### src/rtl/core_input_dispatch.sv
// core_input_dispatch: steers N_WORDS-word blocks from the realign stream into per-core
// input buffers, with a block-level FSM, per-thread backpressure and sticky error reporting.
module core_input_dispatch #(
    parameter int N_CORES  = 4,
    parameter int N_CTX    = 2,
    parameter int N_SEQ    = 2,
    parameter int N_WORDS  = 16,
    parameter int BLK_OP_W = 2,
    localparam int CORE_W  = (N_CORES > 1) ? $clog2(N_CORES) : 1,
    localparam int CTX_W   = $clog2(N_CTX),
    localparam int SEQ_W   = $clog2(N_SEQ),
    localparam int TH_W    = CORE_W + CTX_W + SEQ_W,
    localparam int ADDR_W  = $clog2(N_WORDS)
) (
    input  logic                  CLK,
    input  logic                  rst,
    input  logic                  in_valid,
    output logic                  in_ready,
    input  logic [31:0]           in_data,
    input  logic [TH_W-1:0]       in_thread_num,
    input  logic [BLK_OP_W-1:0]   in_blk_op,
    input  logic [2**TH_W-1:0]    thread_full,
    output logic [N_CORES-1:0]    core_wr_en,
    output logic [ADDR_W-1:0]     core_wr_addr,
    output logic [31:0]           core_din,
    output logic [CTX_W-1:0]      core_ctx_num,
    output logic [SEQ_W-1:0]      core_seq_num,
    output logic [BLK_OP_W-1:0]   core_blk_op,
    output logic                  set_input_ready,
    output logic [TH_W-1:0]       ready_thread_num,
    output logic                  err,
    output logic [1:0]            err_code
);
    typedef enum logic {IDLE, BLOCK} state_t;
    state_t              state;
    logic [ADDR_W-1:0]   cnt;
    logic [TH_W-1:0]     cur_thread;
    logic [BLK_OP_W-1:0] cur_op;
    logic [CORE_W-1:0]   in_core;
    logic                core_ok, accept, same_thread, last, wr;
    assign in_core     = in_thread_num[SEQ_W+CTX_W +: CORE_W];
    assign core_ok     = 32'(in_core) < 32'(N_CORES);
    assign same_thread = in_thread_num == cur_thread;
    assign in_ready    = (state == IDLE) ? !thread_full[in_thread_num] : 1'b1;
    assign accept      = in_valid && in_ready;
    assign last        = cnt == ADDR_W'(N_WORDS - 1);
    // A word is written only if it opens a block for a real core or continues the latched thread
    assign wr          = accept && ((state == IDLE) ? core_ok : same_thread);
    always_ff @(posedge CLK) begin
        if (rst) begin
            state            <= IDLE;
            cnt              <= '0;
            cur_thread       <= '0;
            cur_op           <= '0;
            core_wr_en       <= '0;
            core_wr_addr     <= '0;
            core_din         <= '0;
            core_ctx_num     <= '0;
            core_seq_num     <= '0;
            core_blk_op      <= '0;
            set_input_ready  <= 1'b0;
            ready_thread_num <= '0;
            err              <= 1'b0;
            err_code         <= 2'd0;
        end else begin
            core_wr_en      <= '0;
            set_input_ready <= 1'b0;
            if (wr) begin
                core_wr_en   <= N_CORES'(1) << in_core;
                core_wr_addr <= cnt;
                core_din     <= in_data;
                core_ctx_num <= in_thread_num[SEQ_W +: CTX_W];
                core_seq_num <= in_thread_num[SEQ_W-1:0];
                core_blk_op  <= (state == IDLE) ? in_blk_op : cur_op;
            end
            if (wr && state == IDLE) begin
                cur_thread <= in_thread_num;
                cur_op     <= in_blk_op;
                cnt        <= ADDR_W'(1);
                state      <= BLOCK;
            end
            if (wr && state == BLOCK) begin
                cnt <= last ? '0 : cnt + 1'b1;
                if (last) begin
                    state            <= IDLE;
                    set_input_ready  <= 1'b1;
                    ready_thread_num <= cur_thread;
                end
            end
            if (accept && !wr && !err) begin
                err      <= 1'b1;
                err_code <= (state == IDLE) ? 2'd2 : 2'd1;
            end
        end
    end
endmodule

### config.mk
export PLATFORM = sky130hd
export DESIGN_NAME = core_input_dispatch
export DESIGN_NICKNAME = d
export VERILOG_FILES = /design/src/rtl/core_input_dispatch.sv
export SDC_FILE = /design/constraint.sdc
export NUM_CORES = 1
export LEC_CHECK = 0
export CELL_PAD_IN_SITES_DETAIL_PLACEMENT = 2
export CELL_PAD_IN_SITES_GLOBAL_PLACEMENT = 2
export CORE_UTILIZATION = 27
export CTS_CLUSTER_DIAMETER = 120
export CTS_CLUSTER_SIZE = 20
export DETAILED_ROUTE_END_ITERATION = 16
export PLACE_DENSITY_LB_ADDON = 0.1
export SLEW_MARGIN = 20
export SYNTH_ARGS = -nofsm -noshare
export SYNTH_HDL_FRONTEND = slang
export SYNTH_SLANG_ARGS = --single-unit
### constraint.sdc
create_clock -name CLK -period 4.9 [get_ports CLK]
set_input_delay 0.98 -clock CLK [delete_from_list [all_inputs] [get_ports CLK]]
set_output_delay 0.98 -clock CLK [all_outputs]
set_load 0.02 [all_outputs]
==> reports/qor.yml, run 1 <==
status:
  status: "complete, no violations"
worst_setup_path:
  reg2reg_to: "cnt[2]$_SDFFE_PP0P_"
  required_ps: 3920
  endpoint_kind: "output port"
  regToRegSetupSlack_ps: 2550
  worst_path_max_delay_cell: "clkdlybuf4s50_1"
  crit_type: "in -> out"
  r2r_cells: 5
  crit_buf_inv: 2
  worst_ep_arrival_time_ps: 3470
  reg2reg_from: "state$_SDFF_PP0_"
  crit_family: "buffers and inverters"
  crit_fanout: 15
  max_stage_delay_ps: 910
  path_cells: "clkdlybuf4s50_1 > mux2i_1 > mux4_2 > mux2i_1 > nand2b_1 > clkdlybuf4s50_1"
  startpoint_type: "input port"
sta:
  hold_slack_ps: 466.3
  fmax_mhz: 224.8
  tightest_slew_ps: 948.9
  skew_ps: 10.36
  hold_violations: 0
  rsz0062_at_grt: "no"
  tns_ps: 0
  setup_viol: 0
  report.final.slew_viol_count: 0
  period_share: 0.9079
  slew_headroom: 0.3674
  period_needed_ps: 4449
power_and_ir_drop:
  cellLeakagePower_uw: 0.001420
  ir_drop_v: 0.0001466
  powerDensity_mw_per_mm2: 309.4
synthesis:
  syn_nets: 361
  synth-edff-count: 0
  synth-main-ff-cell: "dfxtp_1"
  ys_ff_latch: 63
  netlist_area_mm2: 0.002780
  ys_async_sr_fraction: 0
  yosysTopAreaCell: "dfxtp_1"
  yosys-top-cells-area: "dfxtp_1 45%, nand3_1 7.6%, a21oi_1 7.0%"
  ys_seq_area_frac: 0.4536
  ys_types: 40
  syn_area_per_cell_um2: 9.175
  synth_top_cell_area_share: 0.4536
  synthCells: 303
  ys.warnings.count: 0
clock_network:
  clk_latency_ps: 340
  htreeDepth: 3
  cts_buffers: 9
  postCtsHoldBufs: 0
  cts_setup_buffers: 0
  cts-resized-gates: 0
  clkTransAtPathRegs_ps: 70
  clk_path_buf_depth: 2
  cts.sink_count: 63
  root_buffer: "clkbuf_8"
  tritoncts: "yes"
place:
  dpl.cell_count: 519
  port_buffers: 109
  dpl.hpwl_um: 6276
  place_congestion: 0.7321
final_layout:
  syn_to_final_growth_pct: 46.35
  drive_above_1_share: 0.09453
  antennaDiodeCount: 0
  multi_input_area_mm2: 0.001297
  final_net_count: 455
  fillers: 1102
  final_cell_mix: "108 x clkdlybuf4s50_1, 63 x dfxtp_1, 42 x nand3_1"
  final_common_cell: "clkdlybuf4s50_1"
  final_cell_count_no_fill: 535
  seq_area_mm2: 0.001261
drt:
  via_per_inst: 4.955
  wl_um: 9025
  antenna_left: 0
  drt_iter0_drc: 50
  vias: 2651
  drt-wirelength-per-cell_um: 16.87
  drc: 0
  dr.pass1.iters: 4
floorplanning:
  rows: 36
  start_util: 0.2818
  io_pins: 110
  coreArea_mm2: 0.009864
  fp.dieH_um: 103.5
  die_x_um: 103.5
  die_area_mm2: 0.01071
min_path:
  hold_start: "core_din[13]$_SDFFE_PP0N_"
  min_to: "core_din[13]$_SDFFE_PP0N_"
  worst_hold_path_type: "reg -> reg"
  min_path_cells: 2
job:
  maxCapViolCount: 0
grt:
  grt_pass1_wl_um: 14140
  antenna_found_initial: 0
  grt_max_degree: 47
  grt_pass1_vias: 2828
  grt_remaining_overflow: 0
  track_usage: 0.1755
flip-flops by register name (all words and copies together) (netlist names), 2 cells and up:
register / count
core_wr_addr: 4
cur_thread: 4
core_blk_op: 2
cnt: 4
core_din: 32
core_wr_en: 4
err_code: 2
ready_thread_num: 4
cur_op: 2
Yosys cell counts (2+ instances only):
library cell   n
nor3_1         2
nor3b_1        2
nand3_1       42
dfxtp_1       63
o21ai_1       37
a2111oi_0      4
buf_6          9
mux2i_1       17
nor2b_1        2
buf_1          4
inv_1          5
nand2_1       10
a211oi_1       2
mux2_2         4
a21oi_2        3
nor2_1        14
buf_2          4
o21ai_0        3
mux4_2         4
xnor2_1        4
clkbuf_1      10
a21oi_1       39
buf_4          2
per-stage QoR:
step / total power (µW) / setup slack [ps] / cell area (µm²) / utilization
after floorplan: 714.4 / 1707 / 2780 / -
after global placement: 822.6 / 479.9 / 3880 / 0.3933
after detailed placement: 828.7 / 423.8 / 3880 / 0.3933
after CTS: 1281 / 418.9 / 4069 / 0.4125
after global routing: 1320 / 349.3 / 4069 / 0.4125
final: 1259 / 451.3 / 4069 / 0.4125
layer usage:
metal | routed length, µm | GRT usage
met1 | 3831 | 0.2027
met2 | 4625 | 0.3153
met3 | 472 | 0.04368
met4 | 95 | 0.05850
met5 | 0 | 0
kinds of logic after synthesis:
| group | synth area share |
|---|---|
| buffers and inverters | 0.08281 |
| adder cells (fa/ha/maj) | 0.004500 |
| flip-flops | 0.4536 |
| AO/OA/AOI/OAI | 0.1949 |
| XOR/XNOR | 0.01260 |
| multiplexers | 0.1152 |
| AND/OR/NAND/NOR | 0.1364 |
how the worst max path moves through the flow:
stage / to / slack, ps / depth (start not counted) / from
after floorplan: in_ready / 1710 / 6 / in_thread_num[2]
after global placement: in_ready / 480 / 6 / in_thread_num[2]
after detailed placement: in_ready / 420 / 6 / in_thread_num[2]
after CTS: in_ready / 420 / 6 / in_thread_num[2]
after global routing: in_ready / 350 / 6 / in_thread_num[2]
final: in_ready / 450 / 6 / in_thread_num[2]
area by class of cell:
cell class / instances / area share
clock buffer: 10 / 0.03137
timing repair buffer: 114 / 0.2792
sequential: 63 / 0.3100
tap: 133 / 0.04090
multi-input combinational: 204 / 0.3189
inverter: 5 / 0.004613
clock inverter: 6 / 0.01507
where the power goes:
part           internal (µW)  switching [µW]  total [µW]
clock                    233             213         446
sequential               540            18.3         559
combinational            128             126         254
total                    901             358        1260
worst reg2reg max path, stage by stage, from the launching register on:
cell	delay, ps
dfxtp_1	520
nor2b_1	170
nand2_1	170
o22a_2	790
nand2_1	290
a221oi_1	320
No activity file was read; power rests on OpenSTA's default activity.
==> run 2: changes to the inputs <==
--- a/config.mk
+++ b/config.mk
@@ -5,7 +5,7 @@
 export SDC_FILE = /design/constraint.sdc
 export NUM_CORES = 1
 export LEC_CHECK = 0
-export CELL_PAD_IN_SITES_DETAIL_PLACEMENT = 2
+export CELL_PAD_IN_SITES_DETAIL_PLACEMENT = 0
 export CELL_PAD_IN_SITES_GLOBAL_PLACEMENT = 2
 export CORE_UTILIZATION = 27
 export CTS_CLUSTER_DIAMETER = 120
==> run 2 against run 1 <==
Die area did not move; count of clock-buffer cells in the layout did not move; cell count did not move; non-clock buffer count did not move; via count fell by 4.3%; sequential power barely moved; clock skew fell by 1.6 ps; sequential share of layout area fell by 0.067 points; critical path type unchanged; highest routed layer unchanged.
==> reports/qor.yml, run 2 (same netlist as run 1, synthesis figures left out) <==
grt:
  met3_usage: 0.03360
  grt_remaining_overflow: 0
  track_usage: 0.1519
  antenna_found_initial: 0
  use_met1: 0.2062
  grt_util_met2: 0.2348
  grt_pass1_wl_um: 12240
  grt_pass1_vias: 2342
  grt-busiest-layer: "met2"
  grt_max_degree: 47
sta:
  skew_ps: 8.783
  slew_headroom: 0.3553
  period_share: 0.8936
  tns_ps: 0
  tightest_slew_ps: 967.1
  period_needed_ps: 4378
  rsz0062_at_grt: "no"
  fmax_mhz: 228.4
  report.final.slew_viol_count: 0
  setup_ws_ps: 521.6
  setup_viol: 0
  hold_violations: 0
floorplanning:
  coreArea_mm2: 0.009864
  die_x_um: 103.5
  io_pins: 110
  die_area_mm2: 0.01071
  fp.dieH_um: 103.5
  rows: 36
  start_util: 0.2818
place:
  port_buffers: 109
  dpl.hpwl_um: 5292
  dp_slack_ps: 463.5
  place_congestion: 0.7321
worst_setup_path:
  crit_fanout: 15
  reg2reg_to: "cnt[2]$_SDFFE_PP0P_"
  path_cells: "clkdlybuf4s50_1 > mux2i_1 > mux4_2 > mux2i_1 > nand2b_1 > clkdlybuf4s50_1"
  reg2reg_from: "state$_SDFF_PP0_"
  max_stage_delay_ps: 880
  crit_type: "in -> out"
  crit_family: "buffers and inverters"
  crit_buf_inv: 2
  worst_path_max_delay_cell: "clkdlybuf4s50_1"
  regToRegSetupSlack_ps: 2510
  r2r_cells: 5
  worst_ep_arrival_time_ps: 3400
  endpoint_kind: "output port"
  startpoint_type: "input port"
  required_ps: 3920
power_and_ir_drop:
  powerDensity_mw_per_mm2: 309.5
  ir_drop_v: 0.0001245
  switching_share: 0.2756
  power_frac_comb: 0.199
  cellLeakagePower_uw: 0.001422
  p_switching_uw: 347.8
  pwr-share-seq: 0.442
  pwr-share-clk: 0.359
  internal-power_uw: 914.1
drt:
  vias: 2538
  antenna_left: 0
  drc: 0
  dr.pass1.iters: 4
  drt_iter0_drc: 74
  wl_um: 8018
  via_per_inst: 4.744
  drt-wirelength-per-cell_um: 14.99
final_layout:
  drive_above_1_share: 0.09701
  regMostFlops: "core_din"
  final_net_count: 455
  largest_register_ffs: 32
  final_cell_mix: "108 x clkdlybuf4s50_1, 63 x dfxtp_1, 42 x nand3_1"
  fillers: 1007
  antennaDiodeCount: 0
  multi_input_area_mm2: 0.001297
  seq_area_mm2: 0.001261
  syn_to_final_growth_pct: 46.67
  final_common_cell: "clkdlybuf4s50_1"
min_path:
  worst_hold_path_type: "reg -> reg"
  min_path_cells: 2
  min_to: "core_din[0]$_SDFFE_PP0N_"
  hold_start: "core_din[0]$_SDFFE_PP0N_"
status:
  status: "complete, no violations"
job:
  maxCapViolCount: 0
clock_network:
  root_buffer: "clkbuf_8"
  postCtsHoldBufs: 0
  cts.sink_count: 63
  clk_latency_ps: 330
  clkTransAtPathRegs_ps: 60
  clk_path_buf_depth: 2
  htreeDepth: 3
  cts-resized-gates: 0
  cts_buffers: 9
  tritoncts: "yes"
  cts_setup_buffers: 0
## run 2: cell count changes in the layout (fill, tap and decap cells not counted), sizes merged
cell	change
clkinv	-1
clkinvlp	+1
## run 2: cell type report
type                            count  area share
Clock inverter                      6     0.01473
Clock buffer                       10     0.03375
Sequential cell                    63      0.3093
Inverter                            5    0.004603
Multi-Input combinational cell    204      0.3182
Tap cell                          133     0.04081
Timing Repair Buffer              114      0.2786
## run 2: worst register-to-register path, delay by kind of cell (launching register included)
family	cells	cell delay (ps)
AO/OA/AOI/OAI	2	1130
AND/OR/NAND/NOR	3	640
flip-flops	1	530
## run 2: metal layers
layer	up-vias	wire, µm
met2	75	3664
met4	0	94
met1	1183	3827
met5	-	0
li1	1272	-
met3	8	431
## run 2: how the worst max path moves through the flow
| stage | from | endpoint | slack (ps) | cells after the start |
|---|---|---|---|---|
| floorplan | in_thread_num[2] | in_ready | 1710 | 6 |
| global placement | in_thread_num[2] | in_ready | 480 | 6 |
| detailed placement | in_thread_num[2] | in_ready | 460 | 6 |
| CTS | in_thread_num[2] | in_ready | 470 | 6 |
| global route | in_thread_num[2] | in_ready | 360 | 6 |
| finish | in_thread_num[2] | in_ready | 520 | 6 |
## run 2: metrics by stage
step / total power [µW] / utilization / cells / cell area (µm²) / hold WS, ps
2_1_floorplan: 714.4 / - / 303 / 2780 / 460.1
3_3_place_gp: 822.6 / 0.3933 / 519 / 3880 / 450.2
3_5_place_dp: 823.2 / 0.3933 / 519 / 3880 / 455.3
4_1_cts: 1285 / 0.4134 / 535 / 4078 / 466.7
5_1_grt: 1328 / 0.4134 / 535 / 4078 / 482.9
6_report: 1262 / 0.4134 / 535 / 4078 / 464.5
## run 2: power by group through the flow
stage | Clock (µW) | Sequential, µW | Combinational (µW)
finish | 453 | 558 | 251
global route | 495 | 561 | 272
CTS | 473 | 558 | 254
detailed placement | 0 | 569 | 254
global placement | 0 | 569 | 254
floorplan | 0 | 594 | 120
